--- src/rtl/stream_argmax_classifier_if.sv ---
// Valid/ready stream bundle for stream_argmax_classifier: score beats in, arg-max result out.
// out_margin exists only when ARGMAX_MARGIN_EN is defined.
interface stream_argmax_classifier_if #(
    parameter int WORD_SIZE  = 16,
    parameter int LAYER_SIZE = 10,
    parameter int LANES      = 1
);
    localparam int IDX_W = $clog2(LAYER_SIZE);

    logic                         in_valid;
    logic                         in_ready;
    logic [LANES*WORD_SIZE-1:0]   in_data;
    logic                         out_valid;
    logic                         out_ready;
    logic [IDX_W-1:0]             out_index;
    logic [WORD_SIZE-1:0]         out_value;
`ifdef ARGMAX_MARGIN_EN
    logic [WORD_SIZE-1:0]         out_margin;

    modport master (
        output in_valid, in_data, out_ready,
        input  in_ready, out_valid, out_index, out_value, out_margin
    );

    modport slave (
        input  in_valid, in_data, out_ready,
        output in_ready, out_valid, out_index, out_value, out_margin
    );
`else
    modport master (
        output in_valid, in_data, out_ready,
        input  in_ready, out_valid, out_index, out_value
    );

    modport slave (
        input  in_valid, in_data, out_ready,
        output in_ready, out_valid, out_index, out_value
    );
`endif
endinterface

--- src/rtl/stream_argmax_classifier.sv ---
// Streaming arg-max over one FC output layer delivered LANES scores per beat.
// Define ARGMAX_MARGIN_EN to also report the winner's margin over the runner-up.
module stream_argmax_classifier #(
    parameter int WORD_SIZE  = 16,
    parameter int LAYER_SIZE = 10,
    parameter int LANES      = 1
) (
    input logic                   clk,
    input logic                   reset,
    stream_argmax_classifier_if.slave bus
);
    localparam int IDX_W  = $clog2(LAYER_SIZE);
    localparam int BEATS  = LAYER_SIZE / LANES;
    localparam int CNT_W  = (BEATS > 1) ? $clog2(BEATS) : 1;
    localparam int LANE_W = (LANES > 1) ? $clog2(LANES) : 1;

    localparam logic [0:0] ACCUM = 1'b0;
    localparam logic [0:0] HOLD  = 1'b1;

    logic [0:0]                   state;
    logic [CNT_W-1:0]             beat_cnt;
    logic signed [WORD_SIZE-1:0]  run_max;
    logic [IDX_W-1:0]             run_idx;

    logic signed [WORD_SIZE-1:0]  lane_val;
    logic signed [WORD_SIZE-1:0]  beat_max;
    logic [LANE_W-1:0]            beat_lane;
    logic [IDX_W-1:0]             beat_elem;
    logic signed [WORD_SIZE-1:0]  next_max;
    logic [IDX_W-1:0]             next_idx;
    logic                         take_beat;
    logic                         last_beat;

`ifdef ARGMAX_MARGIN_EN
    localparam logic signed [WORD_SIZE-1:0] MOST_NEG = {1'b1, {(WORD_SIZE-1){1'b0}}};

    logic signed [WORD_SIZE-1:0]  run_second;
    logic signed [WORD_SIZE-1:0]  beat_second;
    logic signed [WORD_SIZE-1:0]  next_second;
    logic [WORD_SIZE:0]           margin_diff;
    logic [WORD_SIZE-1:0]         margin_sat;
`endif

    assign bus.in_ready = reset && (state == ACCUM);
    assign take_beat    = bus.in_valid && bus.in_ready;
    assign last_beat    = (beat_cnt == CNT_W'(BEATS - 1));
    assign beat_elem    = IDX_W'(int'(beat_cnt) * LANES + int'(beat_lane));

    // Strict > keeps the lowest lane among equal scores.
    always_comb begin
        lane_val  = '0;
        beat_max  = $signed(bus.in_data[WORD_SIZE-1:0]);
        beat_lane = '0;
`ifdef ARGMAX_MARGIN_EN
        beat_second = MOST_NEG;
`endif
        for (int l = 1; l < LANES; l++) begin
            lane_val = $signed(bus.in_data[l*WORD_SIZE +: WORD_SIZE]);
            if (lane_val > beat_max) begin
`ifdef ARGMAX_MARGIN_EN
                if (beat_max > beat_second) beat_second = beat_max;
`endif
                beat_max  = lane_val;
                beat_lane = LANE_W'(l);
            end
`ifdef ARGMAX_MARGIN_EN
            else if (lane_val > beat_second) begin
                beat_second = lane_val;
            end
`endif
        end
    end

    always_comb begin
        if (beat_cnt == '0 || beat_max > run_max) begin
            next_max = beat_max;
            next_idx = beat_elem;
        end else begin
            next_max = run_max;
            next_idx = run_idx;
        end
    end

`ifdef ARGMAX_MARGIN_EN
    // A displaced running max becomes a runner-up candidate; a losing beat winner competes with the old runner-up.
    always_comb begin
        if (beat_cnt == '0)
            next_second = beat_second;
        else if (beat_max > run_max)
            next_second = (run_max > beat_second) ? run_max : beat_second;
        else
            next_second = (beat_max > run_second) ? beat_max : run_second;

        margin_diff = {next_max[WORD_SIZE-1], next_max} - {next_second[WORD_SIZE-1], next_second};
        margin_sat  = margin_diff[WORD_SIZE] ? '1 : margin_diff[WORD_SIZE-1:0];
    end
`endif

    always_ff @(posedge clk or negedge reset) begin
        if (!reset) begin
            state         <= ACCUM;
            beat_cnt      <= '0;
            run_max       <= '0;
            run_idx       <= '0;
            bus.out_valid <= 1'b0;
            bus.out_index <= '0;
            bus.out_value <= '0;
`ifdef ARGMAX_MARGIN_EN
            run_second     <= '0;
            bus.out_margin <= '0;
`endif
        end else if (state == ACCUM) begin
            if (take_beat) begin
                run_max <= next_max;
                run_idx <= next_idx;
`ifdef ARGMAX_MARGIN_EN
                run_second <= next_second;
`endif
                if (last_beat) begin
                    bus.out_index <= next_idx;
                    bus.out_value <= next_max;
`ifdef ARGMAX_MARGIN_EN
                    bus.out_margin <= margin_sat;
`endif
                    bus.out_valid <= 1'b1;
                    beat_cnt      <= '0;
                    state         <= HOLD;
                end else begin
                    beat_cnt <= beat_cnt + 1'b1;
                end
            end
        end else begin
            if (bus.out_ready) begin
                bus.out_valid <= 1'b0;
                state         <= ACCUM;
            end
        end
    end
endmodule

--- src/flat_wrapper.sv ---
// flat-port wrapper written by rule: the top's interface ports become plain ports
module stream_argmax_classifier_flat 
#(
    parameter int WORD_SIZE  = 16,
    parameter int LAYER_SIZE = 10,
    parameter int LANES      = 1
)
  (clk, reset, bus_in_valid, bus_in_data, bus_out_ready, bus_in_ready, bus_out_valid, bus_out_index, bus_out_value);
  stream_argmax_classifier_if #(.WORD_SIZE(WORD_SIZE), .LAYER_SIZE(LAYER_SIZE), .LANES(LANES)) bus_i ();
  input logic clk;
  input logic reset;
  input wire logic [$bits(bus_i.in_valid)-1:0] bus_in_valid;
  input wire logic [$bits(bus_i.in_data)-1:0] bus_in_data;
  input wire logic [$bits(bus_i.out_ready)-1:0] bus_out_ready;
  output wire logic [$bits(bus_i.in_ready)-1:0] bus_in_ready;
  output wire logic [$bits(bus_i.out_valid)-1:0] bus_out_valid;
  output wire logic [$bits(bus_i.out_index)-1:0] bus_out_index;
  output wire logic [$bits(bus_i.out_value)-1:0] bus_out_value;
  assign bus_i.in_valid = bus_in_valid;
  assign bus_i.in_data = bus_in_data;
  assign bus_i.out_ready = bus_out_ready;
  assign bus_in_ready = bus_i.in_ready;
  assign bus_out_valid = bus_i.out_valid;
  assign bus_out_index = bus_i.out_index;
  assign bus_out_value = bus_i.out_value;
  stream_argmax_classifier #(.WORD_SIZE(WORD_SIZE), .LAYER_SIZE(LAYER_SIZE), .LANES(LANES)) u_core (.clk(clk), .reset(reset), .bus(bus_i));
endmodule
--- config.mk ---
export PLATFORM = sky130hd
export DESIGN_NAME = stream_argmax_classifier_flat
export DESIGN_NICKNAME = d
export VERILOG_FILES = /design/src/rtl/stream_argmax_classifier_if.sv /design/src/rtl/stream_argmax_classifier.sv /design/src/flat_wrapper.sv
export SDC_FILE = /design/constraint.sdc
export NUM_CORES = 1
export LEC_CHECK = 0
export BUFFER_PORTS_ARGS = -buffer_cell sky130_fd_sc_hd__buf_2
export CAP_MARGIN = 10
export CELL_PAD_IN_SITES_DETAIL_PLACEMENT = 0
export CELL_PAD_IN_SITES_GLOBAL_PLACEMENT = 1
export CORE_ASPECT_RATIO = 1.2
export CORE_MARGIN = 2
export CORE_UTILIZATION = 43
export DETAILED_ROUTE_END_ITERATION = 8
export PLACE_DENSITY_LB_ADDON = 0.1
export SLEW_MARGIN = 25
export SYNTH_ARGS = -nofsm -noshare
export SYNTH_HDL_FRONTEND = slang
export SYNTH_SLANG_ARGS = --single-unit
export TNS_END_PERCENT = 100
--- constraint.sdc ---
create_clock -name clk -period 3.2 [get_ports clk]
set_clock_uncertainty 0.2 [all_clocks]
set_input_delay 0.32 -clock clk [delete_from_list [all_inputs] [get_ports clk]]
set_output_delay 0.32 -clock clk [all_outputs]
set_load 0.05 [all_outputs]
==> Flow_metrics.wiki <==
{| class="wikitable"
! Metric !! Value
|-
| Predominant post-synthesis flop cell || sky130_fd_sc_hd__dfrtp_1
|-
| GR Layer Usage met2 || 0.2769
|-
| Hold Crit Endpoint || u_core.run_max[4]$_DFFE_PN0P_
|-
| Status || completed
|-
| Number of search-and-repair iterations in the first detailed-routing pass || 4
|-
| Ports || 42
|-
| Critical Path Start Type || register
|-
| Weighted congestion at the end of routability-driven global placement || 0.7207
|-
| Height of the chip || around 85 um
|-
| Layer with the highest usage after global routing || met2
|-
| Element type at the critical path end || register
|-
| Global-route wire length before repair || 8176 um
|-
| Cell accounting for the most synthesized area || sky130_fd_sc_hd__dfrtp_1
|-
| Max capacitance violation total || 0
|-
| Antenna diode count || 0
|-
| Sequential cell area fraction in the yosys report || 0.4850
|-
| Cell with the most instances after synthesis || sky130_fd_sc_hd__dfrtp_1
|-
| Highest-delay cell along the critical path || sky130_fd_sc_hd__or4_4
|-
| Setup-failing EPs final || 0
|-
| Count of flip-flops with a built-in enable after synthesis || 0
|-
| Total track usage || 0.1673
|-
| Placed Instances || 327
|-
| Maximum number of pins on one net before global-route repair || between 40 and 50
|-
| Distinct cell type count after synthesis || 34
|-
| Worst path max stage delay || 0.54 ns
|-
| Post-synthesis compound-gate area fraction || 0.1065
|-
| Count of endpoints failing hold in the final timing report || 0
|-
| Die width || 71.82 um
|-
| Critical R2R Capture || u_core.bus.out_value[7]$_DFFE_PN0P_
|-
| Worst-skew pair later-pin latency || 0.30 ns
|-
| Fraction of registers with async set or reset after synthesis || 1.000
|-
| Maximum clock frequency || approximately 340 MHz
|-
| Syn Area/Cell || 10.60 sq um
|-
| Worst IR Drop VDD || about 0.54 mV
|-
| Clock root buffer || sky130_fd_sc_hd__clkbuf_8
|-
| Worst Hold Class || input port to register
|-
| Nets in the synthesized netlist || 260
|-
| Post-DP HPWL || between 3000 and 4000 um
|-
| Post-detailed-route via-to-cell ratio || 5.146
|-
| Critical Path AT || ~2.9 ns
|-
| Most frequent cells after synthesis || sky130_fd_sc_hd__dfrtp_1, sky130_fd_sc_hd__inv_1, sky130_fd_sc_hd__a21oi_1, sky130_fd_sc_hd__nor2_1, sky130_fd_sc_hd__mux2_1
|-
| Unrepaired setup endpoints after global routing || no
|-
| Total number of vias || around 1700
|-
| Area Growth Syn to Fin || 17.98%
|-
| Leakage power || 1.415 nW
|-
| Vias in the first global route || 1755
|-
| Mapped Area || 2374 sq um
|-
| Main combinational cell family by area after synthesis || multiplexers
|-
| Worst Reg-to-Reg Cells || 11
|-
| M1 GR Usage || 0.2210
|-
| Layout net count || 309
|-
| Average wire per cell in the routed design || 13.52 um
|-
| Tightest hold margin || 0.06581 ns
|-
| Required time of the critical path || between 3 and 4 ns
|-
| Dpl ws || -0.01373 ns
|-
| Cells taking the most area after synthesis || sky130_fd_sc_hd__dfrtp_1, sky130_fd_sc_hd__mux2_1, sky130_fd_sc_hd__ha_1, sky130_fd_sc_hd__mux2i_1, sky130_fd_sc_hd__a21oi_1
|-
| Worst-Margin Slew || 0.5884 ns
|-
| Share of post-route cells with drive strength above 1 || 0.2263
|-
| Xor and xnor fraction of the mapped netlist area || 0.007380
|-
| Minimum clock period after layout || 2.922 ns
|-
| Full die area || 6132 sq um
|-
| Cells traversed along the worst timing path || inv_1 -> ha_1 -> nand4_2 -> buf_4 -> or4_4 -> nand2_1 -> o21ai_1 -> a21oi_2 -> buf_6 -> mux2i_1 -> a21oi_1
|-
| Portion of the clock cycle consumed by the worst path in the final layout || 0.9132
|-
| Depth of the worst hold-timing path || 2
|-
| Total routed wirelength || approximately 4500 um
|-
| Maximum count of clock buffers along a single path || 2
|-
| Iteration-0 DRC count of the detailed router || 60
|-
| Post-detailed-route count of antenna-violating nets || 0
|-
| Critical path class || register to register
|-
| FF+latch count, synth || between 40 and 50
|-
| Arithmetic-cell share of the synthesized area counting full adders, half adders and majority gates || 0.08434
|-
| Share of the core filled with cells || 0.5286
|-
| Cell row count || 29
|-
| Final slew viol count || 0
|-
| # DRC || 0
|-
| TritonCTS clock tree || built
|-
| Clock input transition at the sequential cells of the worst setup and hold paths || 0.09 ns
|-
| Area fraction in and, or, nand and nor cells after synthesis || 0.1033
|-
| Fillcell total || 537
|-
| Yosys warning count || 0
|-
| Non-filler cells in the finished layout || 336
|-
| Post-placement cell area || 2689 sq um
|-
| Launch point of the worst reg-to-reg path || u_core.run_max[15]$_DFFE_PN0P_
|-
| Area share of the largest cell type after synthesis || 0.4850
|-
| Global routing met3 resource utilization || 0.03563
|-
| CORE AREA || 5298 sq um
|-
| Synthesized instance count || 224
|-
| IO buf count || 41
|-
| Final standard cell area without fillers || 2800 sq um
|-
| Number of antenna violations at the first check in global routing || 0
|-
| Gr ovfl total || 0
|-
| Power density normalized to cell area || 1110 nW/um^2
|-
| Total CTS buffers || 5
|-
| H-tree depth || 2
|-
| Clock sink count || 46
|-
| Relative slew slack || 0.6077
|-
| Initial Utilization || 0.4480
|-
| Launch instance of the worst min-delay path || bus_in_data[4]
|-
| Setup slack of the critical path after layout || 0.2779 ns
|-
| Mux cell area share after synthesis || 0.1571
|-
| Worst Path Max Fanout || 20
|-
| Worst setup slack for register-to-register paths || roughly 0.28 ns
|}
-- cell usage in the layout (no fill, tap or decap), drive strengths merged, types with 2 or more instances in the layout --
cell	count
nor2	22
or4	2
and2	2
mux2	18
nand3	4
dfrtp	46
nor3	2
o21ai	5
o211a	2
a21oi	24
o2bb2ai	2
nor4	2
buf	50
clkbuf	7
nor2b	3
ha	16
a21o	5
inv	24
mux2i	17
nand4	5
nand2	7
-- power breakdown --
part	switching [mW]	total [mW]	internal [mW]
clock	0.195	0.370	0.175
combinational	1.08	1.69	0.604
sequential	0.178	1.05	0.872
total	1.46	3.11	1.65
-- critical path: cells and delay by family (launching register included) --
family / cells / cell delay (ns)
DFF: 1 / 0.39
adders and majority gates: 1 / 0.31
buffers and inverters: 3 / 0.51
and+or+nand+nor: 3 / 0.77
AOI/OAI and AO/OA: 3 / 0.38
muxes: 1 / 0.23
-- worst max-delay path by stage --
| stage | start | end | slack (ns) | depth (start not counted) |
|---|---|---|---|---|
| 3_3_place_gp | bus_in_data[15] | u_core.run_max[14]$_DFFE_PN0P_ | 0.01 | 9 |
| 4_1_cts | u_core.run_max[11]$_DFFE_PN0P_ | u_core.bus.out_value[7]$_DFFE_PN0P_ | 0.17 | 10 |
| 3_5_place_dp | bus_in_data[15] | u_core.run_max[3]$_DFFE_PN0P_ | -0.01 | 9 |
| 6_report | u_core.run_max[15]$_DFFE_PN0P_ | u_core.bus.out_value[7]$_DFFE_PN0P_ | 0.28 | 11 |
| 5_1_grt | u_core.run_max[11]$_DFFE_PN0P_ | u_core.bus.out_value[7]$_DFFE_PN0P_ | 0.05 | 10 |
| 2_1_floorplan | u_core.state$_DFF_PN0_ | u_core.bus.out_index[2]$_DFFE_PN0P_ | 0.40 | 7 |
-- final cells by class --
type                            instances  area, sq um  area share
Multi-Input combinational cell        145         1104      0.3941
Clock buffer                            7        86.33     0.03083
Clock inverter                          1        5.005    0.001787
Timing Repair Buffer                   51        286.5      0.1023
Sequential cell                        46         1151      0.4111
Inverter                               24        90.09     0.03217
Tap cell                               62        77.57     0.02770
-- per-layer routing --
layer | vias to the layer above | routed length, um
li1 | 872 | -
met1 | 825 | 2155
met2 | 26 | 2178
met3 | 6 | 153
met4 | 0 | 57
met5 | - | 0
-- logic make-up (layout without fill, tap and decap cells) --
| logic type | count (synthesis) | after routing |
|---|---|---|
| xor gates and xnor gates | 2 | 2 |
| buffers and inverters | 33 | 83 |
| muxes | 35 | 35 |
| DFF | 46 | 46 |
| adders and majority gates | 16 | 16 |
| and+or+nand+nor | 50 | 50 |
| AOI/OAI and AO/OA | 42 | 42 |
-- sequential cells by signal, summed over array words and instances, names as in the netlist --
name                  cells
u_core.beat_cnt           4
u_core.state              1
u_core.bus.out_index      4
u_core.run_max           16
u_core.bus.out_valid      1
u_core.run_idx            4
u_core.bus.out_value     16
-- per-stage QoR --
step | power, mW | TNS, ns
after detailed placement | 2.757 | -0.09677
after CTS | 3.148 | 0
final | 3.108 | 0
after global placement | 2.733 | 0
after global routing | 3.369 | 0
after floorplan | 2.368 | 0
-- repair_timing --
action / in CTS / in global routing
hold buffers: 1 / 0
hold endpoints to repair: 46 / 0
setup endpoints to repair: 1 / 17
gates resized for setup: 1 / 2
setup buffers: 0 / 0
Power figures use the tool's default switching activity.
